**src/rtl/raw10_pixel_serializer_if.sv**
```systemverilog
// Stream bundle between the RAW10 unpacker, the serializer and the ISP.
// Signal suffixes are from the serializer's point of view.
interface raw10_pixel_serializer_if;
   logic        in_valid_i;
   logic [39:0] in_data_i;
   logic        in_ready_o;
   logic        pix_valid_o;
   logic        pix_ready_i;
   logic [9:0]  pix_data_o;
   logic        pix_sol_o;
   logic        pix_eol_o;

   modport slave (
      input  in_valid_i,
      input  in_data_i,
      output in_ready_o,
      output pix_valid_o,
      input  pix_ready_i,
      output pix_data_o,
      output pix_sol_o,
      output pix_eol_o
   );

   modport master (
      output in_valid_i,
      output in_data_i,
      input  in_ready_o,
      input  pix_valid_o,
      output pix_ready_i,
      input  pix_data_o,
      input  pix_sol_o,
      input  pix_eol_o
   );
endinterface

```
**src/rtl/raw10_pixel_serializer.sv**
```systemverilog
// Buffers packed 4-pixel RAW10 words and emits one pixel per handshake.
// Define RAW10_SER_BLC_EN to add black-level subtraction on pix_data_o.
module raw10_pixel_serializer #(
   parameter int FIFO_DEPTH = 4,
   parameter int LW_BITS    = 12
) (
   input  logic                         wb_clk_i,
   input  logic                         reset,
   input  logic                         enable_i,
   input  logic [LW_BITS-1:0]           line_width_i,
`ifdef RAW10_SER_BLC_EN
   input  logic [9:0]                   black_level_i,
`endif
   raw10_pixel_serializer_if.slave      bus,
   output logic [LW_BITS-1:0]           line_cnt_o,
   output logic [$clog2(FIFO_DEPTH):0]  fifo_level_o,
   output logic                         overflow_o
);

   localparam int AW = $clog2(FIFO_DEPTH);
   localparam logic [AW:0] FULL = (AW+1)'(FIFO_DEPTH);
   localparam logic [LW_BITS-1:0] LW_ONE = LW_BITS'(1);
   localparam logic [LW_BITS-1:0] LW_DEF = LW_BITS'(4);

   logic [39:0]        mem_q [FIFO_DEPTH];
   logic [AW-1:0]      wr_q, wr_d, rd_q, rd_d;
   logic [AW:0]        lvl_q, lvl_d;
   logic [1:0]         idx_q, idx_d;
   logic [LW_BITS-1:0] col_q, col_d;
   logic [LW_BITS-1:0] lw_q, lw_d;
   logic [LW_BITS-1:0] line_q, line_d;
   logic               ovf_q, ovf_d;

   logic               empty, full, valid, xfer, pop, push, drop, eol;
   logic [LW_BITS-1:0] lw_sel;
   logic [39:0]        head;
   logic [9:0]         raw;

   assign empty = (lvl_q == '0);
   assign full  = (lvl_q == FULL);
   assign valid = enable_i && !empty;
   assign xfer  = valid && bus.pix_ready_i;
   assign pop   = xfer && (idx_q == 2'd3);
   // A full FIFO still takes a word when the head leaves this cycle.
   assign push  = enable_i && bus.in_valid_i && (!full || pop);
   assign drop  = enable_i && bus.in_valid_i && !push;
   assign eol   = (col_q == lw_q - LW_ONE);
   assign head  = mem_q[rd_q];

   assign lw_sel = (line_width_i != '0 && line_width_i[1:0] == 2'b00)
                 ? line_width_i : LW_DEF;

   always_comb begin
      raw = head[39:30];
      unique case (idx_q)
         2'd0: raw = head[39:30];
         2'd1: raw = head[29:20];
         2'd2: raw = head[19:10];
         2'd3: raw = head[9:0];
      endcase
   end

   always_comb begin
      wr_d   = wr_q;
      rd_d   = rd_q;
      lvl_d  = lvl_q;
      idx_d  = idx_q;
      col_d  = col_q;
      lw_d   = lw_q;
      line_d = line_q;
      ovf_d  = ovf_q;
      if (!enable_i) begin
         wr_d   = '0;
         rd_d   = '0;
         lvl_d  = '0;
         idx_d  = '0;
         col_d  = '0;
         line_d = '0;
         ovf_d  = 1'b0;
         lw_d   = lw_sel;
      end else begin
         if (push) wr_d = wr_q + 1'b1;
         if (pop)  rd_d = rd_q + 1'b1;
         lvl_d = lvl_q + (AW+1)'(push) - (AW+1)'(pop);
         if (xfer) begin
            idx_d = idx_q + 2'd1;
            col_d = eol ? '0 : col_q + LW_ONE;
            if (eol) line_d = line_q + LW_ONE;
         end
         if (drop) ovf_d = 1'b1;
         // Width is latched only between lines.
         if (col_q == '0) lw_d = lw_sel;
      end
   end

   always_ff @(posedge wb_clk_i or posedge reset) begin
      if (reset) begin
         wr_q   <= '0;
         rd_q   <= '0;
         lvl_q  <= '0;
         idx_q  <= '0;
         col_q  <= '0;
         lw_q   <= LW_DEF;
         line_q <= '0;
         ovf_q  <= 1'b0;
      end else begin
         wr_q   <= wr_d;
         rd_q   <= rd_d;
         lvl_q  <= lvl_d;
         idx_q  <= idx_d;
         col_q  <= col_d;
         lw_q   <= lw_d;
         line_q <= line_d;
         ovf_q  <= ovf_d;
      end
   end

   always_ff @(posedge wb_clk_i) begin
      if (push) mem_q[wr_q] <= bus.in_data_i;
   end

`ifdef RAW10_SER_BLC_EN
   assign bus.pix_data_o = (raw < black_level_i)
                         ? 10'd0 : raw - black_level_i;
`else
   assign bus.pix_data_o = raw;
`endif

   assign bus.pix_valid_o = valid;
   assign bus.pix_sol_o   = (col_q == '0);
   assign bus.pix_eol_o   = eol;
   assign bus.in_ready_o  = enable_i && !full;
   assign line_cnt_o      = line_q;
   assign fifo_level_o    = lvl_q;
   assign overflow_o      = ovf_q;

endmodule

```
**src/flat_wrapper.sv**
```systemverilog
// flat-port wrapper written by rule: the top's interface ports become plain ports
module raw10_pixel_serializer_flat 
#(
   parameter int FIFO_DEPTH = 4,
   parameter int LW_BITS    = 12
)
  (wb_clk_i, reset, enable_i, line_width_i, line_cnt_o, fifo_level_o, overflow_o, bus_in_valid_i, bus_in_data_i, bus_in_ready_o, bus_pix_valid_o, bus_pix_ready_i, bus_pix_data_o, bus_pix_sol_o, bus_pix_eol_o);
  raw10_pixel_serializer_if bus_i ();
  input  logic wb_clk_i;
  input  logic reset;
  input  logic enable_i;
  input  logic [LW_BITS-1:0] line_width_i;
  output logic [LW_BITS-1:0] line_cnt_o;
  output logic [$clog2(FIFO_DEPTH):0] fifo_level_o;
  output logic overflow_o;
  input wire logic [$bits(bus_i.in_valid_i)-1:0] bus_in_valid_i;
  input wire logic [$bits(bus_i.in_data_i)-1:0] bus_in_data_i;
  output wire logic [$bits(bus_i.in_ready_o)-1:0] bus_in_ready_o;
  output wire logic [$bits(bus_i.pix_valid_o)-1:0] bus_pix_valid_o;
  input wire logic [$bits(bus_i.pix_ready_i)-1:0] bus_pix_ready_i;
  output wire logic [$bits(bus_i.pix_data_o)-1:0] bus_pix_data_o;
  output wire logic [$bits(bus_i.pix_sol_o)-1:0] bus_pix_sol_o;
  output wire logic [$bits(bus_i.pix_eol_o)-1:0] bus_pix_eol_o;
  assign bus_i.in_valid_i = bus_in_valid_i;
  assign bus_i.in_data_i = bus_in_data_i;
  assign bus_in_ready_o = bus_i.in_ready_o;
  assign bus_pix_valid_o = bus_i.pix_valid_o;
  assign bus_i.pix_ready_i = bus_pix_ready_i;
  assign bus_pix_data_o = bus_i.pix_data_o;
  assign bus_pix_sol_o = bus_i.pix_sol_o;
  assign bus_pix_eol_o = bus_i.pix_eol_o;
  raw10_pixel_serializer #(.FIFO_DEPTH(FIFO_DEPTH), .LW_BITS(LW_BITS)) u_core (.wb_clk_i(wb_clk_i), .reset(reset), .enable_i(enable_i), .line_width_i(line_width_i), .bus(bus_i), .line_cnt_o(line_cnt_o), .fifo_level_o(fifo_level_o), .overflow_o(overflow_o));
endmodule
```
**config.mk**
```make
export PLATFORM = sky130hd
export DESIGN_NAME = raw10_pixel_serializer_flat
export DESIGN_NICKNAME = d
export VERILOG_FILES = /design/src/rtl/raw10_pixel_serializer_if.sv /design/src/rtl/raw10_pixel_serializer.sv /design/src/flat_wrapper.sv
export SDC_FILE = /design/constraint.sdc
export NUM_CORES = 1
export LEC_CHECK = 0
export ABC_AREA = 1
export CORE_ASPECT_RATIO = 0.6
export CORE_MARGIN = 2
export CORE_UTILIZATION = 37
export DETAILED_ROUTE_END_ITERATION = 8
export DONT_BUFFER_PORTS = 1
export GPL_TIMING_DRIVEN = 0
export SKIP_CTS_REPAIR_TIMING = 1
export SYNTH_ARGS = -nofsm -noshare
export SYNTH_HDL_FRONTEND = slang
export SYNTH_SLANG_ARGS = --single-unit
```
**constraint.sdc**
```tcl
create_clock -name wb_clk_i -period 10.8 [get_ports wb_clk_i]
set_clock_uncertainty 0.05 [all_clocks]
set_input_delay 2.16 -clock wb_clk_i [delete_from_list [all_inputs] [get_ports wb_clk_i]]
set_output_delay 2.16 -clock wb_clk_i [all_outputs]
set_load 0.01 [all_outputs]
```
==> results of run 1 <==
[metal layers]
| metal | share of wire [%] | GRT usage, % | wire length, um | vias up |
|---|---|---|---|---|
| met5 | 0 | 0 | 0 | - |
| met4 | 1.8 | 4.09 | 446 | 0 |
| met3 | 9.6 | 5.56 | 2440 | 32 |
| met2 | 38 | 24.0 | 9530 | 282 |
| met1 | 51 | 30.9 | 12900 | 3233 |
| li1 | - | - | - | 3225 |
[how the worst max path moves through the flow]
stage / start / end / slack, ps / cells past startpoint
3_5_place_dp: enable_i / bus_pix_valid_o / 5120 / 4
6_report: enable_i / bus_pix_valid_o / 5140 / 4
2_1_floorplan: enable_i / bus_pix_valid_o / 5610 / 4
5_1_grt: enable_i / bus_pix_valid_o / 5050 / 4
3_3_place_gp: enable_i / u_core.mem_q[3][31]$_DFFE_PP_ / 3700 / 7
4_1_cts: enable_i / bus_pix_valid_o / 5110 / 4
[stage by stage]
stage                     utilization (%)  setup slack (ps)  instances  area (sq um)
after floorplan                         -              5610        918          9410
after global placement               39.1              3700       1247          9820
after detailed placement             39.7              5120       1252          9960
after CTS                            42.5              5110       1289         10700
after global routing                 42.5              5050       1289         10700
final                                42.5              5140       1289         10700
[flip-flops by register name, summed over array words and instances, names as in the netlist]
name / cells
u_core.rd_q: 2
u_core.mem_q: 160
u_core.wr_q: 2
u_core.idx_q: 2
u_core.overflow_o: 1
u_core.lw_q: 12
u_core.line_cnt_o: 12
u_core.fifo_level_o: 3
u_core.col_q: 12
[cells by family (layout without fill, tap and decap cells)]
logic type	Yosys count	count (layout)	share of synthesized area (%)
adders and majority gates	15	15	2.07
AOI/OAI and AO/OA	139	139	8.19
buffers and inverters	115	157	4.81
DFF	206	206	63.3
and+or+nand+nor	420	420	19.5
xor gates and xnor gates	23	23	2.14
[report_power, final]
| group | switching (W) | internal [W] | leakage, nW |
|---|---|---|---|
| logic | 0.0000951 | 0.0000342 | 1.65 |
| clock network | 0.000309 | 0.000454 | 0.353 |
| registers | 0.0000120 | 0.000887 | 2.08 |
| total | 0.000416 | 0.00138 | 4.09 |
[placed cells by master (no fill, tap or decap), types with 4 or more instances in the layout]
cell type	instances
a21oi_1	14
a31oi_1	12
buf_12	4
buf_2	8
clkbuf_1	28
clkbuf_16	23
clkinv_1	9
dfrtp_1	45
edfxtp_1	160
ha_1	14
inv_1	67
inv_2	5
nand2_1	169
nand3_1	80
nand4_1	6
nor2_1	123
nor2_2	4
nor2_4	8
nor3_1	11
o21ai_0	72
o22ai_1	37
xnor2_1	5
xor2_1	18
[final cells by class]
| cell class | instances | share of cell area (%) |
|---|---|---|
| Tap cell | 329 | 3.86 |
| Clock buffer | 23 | 5.39 |
| Timing Repair Buffer | 5 | 1.01 |
| Clock inverter | 14 | 1.31 |
| Inverter | 74 | 2.60 |
| Sequential cell | 206 | 55.8 |
| Multi-Input combinational cell | 597 | 28.4 |
| Buffer | 41 | 1.64 |
[worst reg2reg max path, cell delays in order (launching register included)]
cell and delay [ps]:
dfrtp_1 560, inv_1 100, nand3_1 140, and3_1 150, buf_2 250, nand2_2 150
nand2_1 110, nand3_1 430, nor2_4 900, buf_16 250
==> flow_summary.yaml, run 1 <==
routing:
  drt-pass1-iter-count: 5
  detail_route.drc_violations: 0
  vias: 6772
  route.antenna.remaining_nets: 0
  post_drt_via_cell_ratio: 5.25
  violation_count_after_the_first_detailed_route_iteration: 725
  finalWirelength_mm: 25.4
  routedWlPerCell_um: 19.7
timing:
  report.final.hold_viol_count: 0
  setup_viol_count_final: 0
  timing.setup.tns_ps: 0
  period_minus_slack_ps: 5660
  unrepaired_setup_endpoints_after_global_routing: "false"
  hold-worst-slack_ps: 502
  max_clock_freq_ghz: 0.177
  final_cycle_share_pct: 52.4
  final-max-slew-violation-count: 0
  max_slew.worst_pin.slew_ps: 914
  relSlewSlack_pct: 38.9
worst_setup_path:
  critPathTopFamily: "buffers and inverters"
  worst_setup_path_start_kind: "primary input"
  rrSetupSlack_ps: 7380
  crit_fanout: 10
  worstPathBufferInverterCount: 3
  crit_slowest_cell: "a31oi_1"
  crit-reg2reg-capture: "u_core.mem_q[3][6]$_DFFE_PP_"
  worstSetupPathType: "in2out"
  setup.worst_path.end_class: "primary output"
  arrival_ps: 3450
  worst_path_largest_cell_delay_ps: 380
  timing.rr.start: "u_core.fifo_level_o[1]$_DFF_PP0_"
  critical_path.cell_chain: "buf_2, clkinv_1, clkbuf_1, a31oi_1"
  worst_ep_required_time_ps: 8590
  reg2regPathDepth: 9
global_routing:
  vias_in_the_first_global_route: 6167
  grt_remaining_overflow: 0
  globalRouteTotalUtil_pct: 19.0
  antenna_found_initial: 0
  wire_length_of_the_first_global_routing_pass_mm: 38.3
  maximum_number_of_pins_on_one_net_before_global_route_repair: 30
synth:
  ys_seq_area_share_pct: 63.3
  synthesis.yosys.warnings: 0
  synth_top_cells_by_area: "edfxtp_1 (51%), dfrtp_1 (12%), nand2_1 (6.7%)"
  postSynth.topFlopCell: "edfxtp_1"
  synth.cells.most_frequent: "nand2_1 (169), edfxtp_1 (160), nor2_1 (127), nand3_1 (80), o21ai_0 (72)"
  synth_top_area_share_pct: 51.1
  synth_edf_count: 160
  post_synth_inst_count: 918
  avgSynthCellArea_sq_um: 10.3
  mappedNetlistArea_sq_um: 9410
  synth_nets: 990
  synth-async-reset-ratio_pct: 22.3
  synth.lib_cells_used.distinct: 40
  netlist.top_cell.by_area: "edfxtp_1"
  yosys.cell_count.top_type: "nand2_1"
  ys_seq_elements: 206
floorplan:
  floorplan.die.height_um: 128
  dieArea_sq_um: 26800
  core_area_sq_um: 25100
  initial_core_util_pct: 37.5
  die_width_um: 210
  design.portCount: 87
  rows: 45
clock_tree:
  tritoncts_num_sinks: 206
  clkTransAtPathRegs_ps: 60
  clkLatencyLatePin_ps: 510
  cts_htree_levels: 1
  clock_tree_from_tritoncts: "done"
  cts_max_path_buffers: 3
  numCtsBuffers: 22
  ctsRootBufferMaster: "clkbuf_16"
cells_and_area:
  ff_latch_area_sq_um: 5960
  fillers: 2354
  multiInputGateArea_sq_um: 3030
  diodes: 0
  drive_above_1_share_pct: 7.81
  number_of_nets_in_the_final_layout: 1019
  areaGrowthSynthToFinish_pct: 13.4
worst_hold_path:
  worstHoldEndpoint: "u_core.lw_q[11]$_DFFE_PP0P_"
  holdCritStartpoint: "u_core.lw_q[11]$_DFFE_PP0P_"
  worstHoldPathCells: 2
  min-delay-path-class: "reg2reg"
flow_run:
  drv.max_cap_violation_count: 0
outcome:
  outcome: "completed"
place:
  place.gp.congestion: 0.879
  buffers_on_ports: 0
  detailedPlacementHpwl_mm: 17.7
power:
  p_per_area_nw_per_um2: 168
  leakagePower_nw: 4.09
  ir_drop_mv: 0.103
  report.power.total_w: 0.00179
No activity file was read; power rests on OpenSTA's default activity.
==> run 2: changes to the inputs <==
Clock period 10.8 ns to 5.8 ns, I/O delays scaled along.
==> results of run 2 <==
Same layout as run 1 (identical final DEF). Status: completed.
Main changes from that run: setup slack after placement 5120 ps -> 1730 ps; clock-pin slew on the worst setup and hold paths 60 ps -> 70 ps; setup slack after layout 5140 ps -> 1620 ps; hold slack 502 ps -> 490 ps; start point of the critical path enable_i -> u_core.rd_q[0]$_DFFE_PP0P_; end point of the critical path bus_pix_valid_o -> bus_pix_data_o[2]; register-to-register setup slack 7380 ps -> 2380 ps; total power 0.00179 W -> 0.00334 W; worst IR drop on VDD 0.103 mV -> 0.192 mV
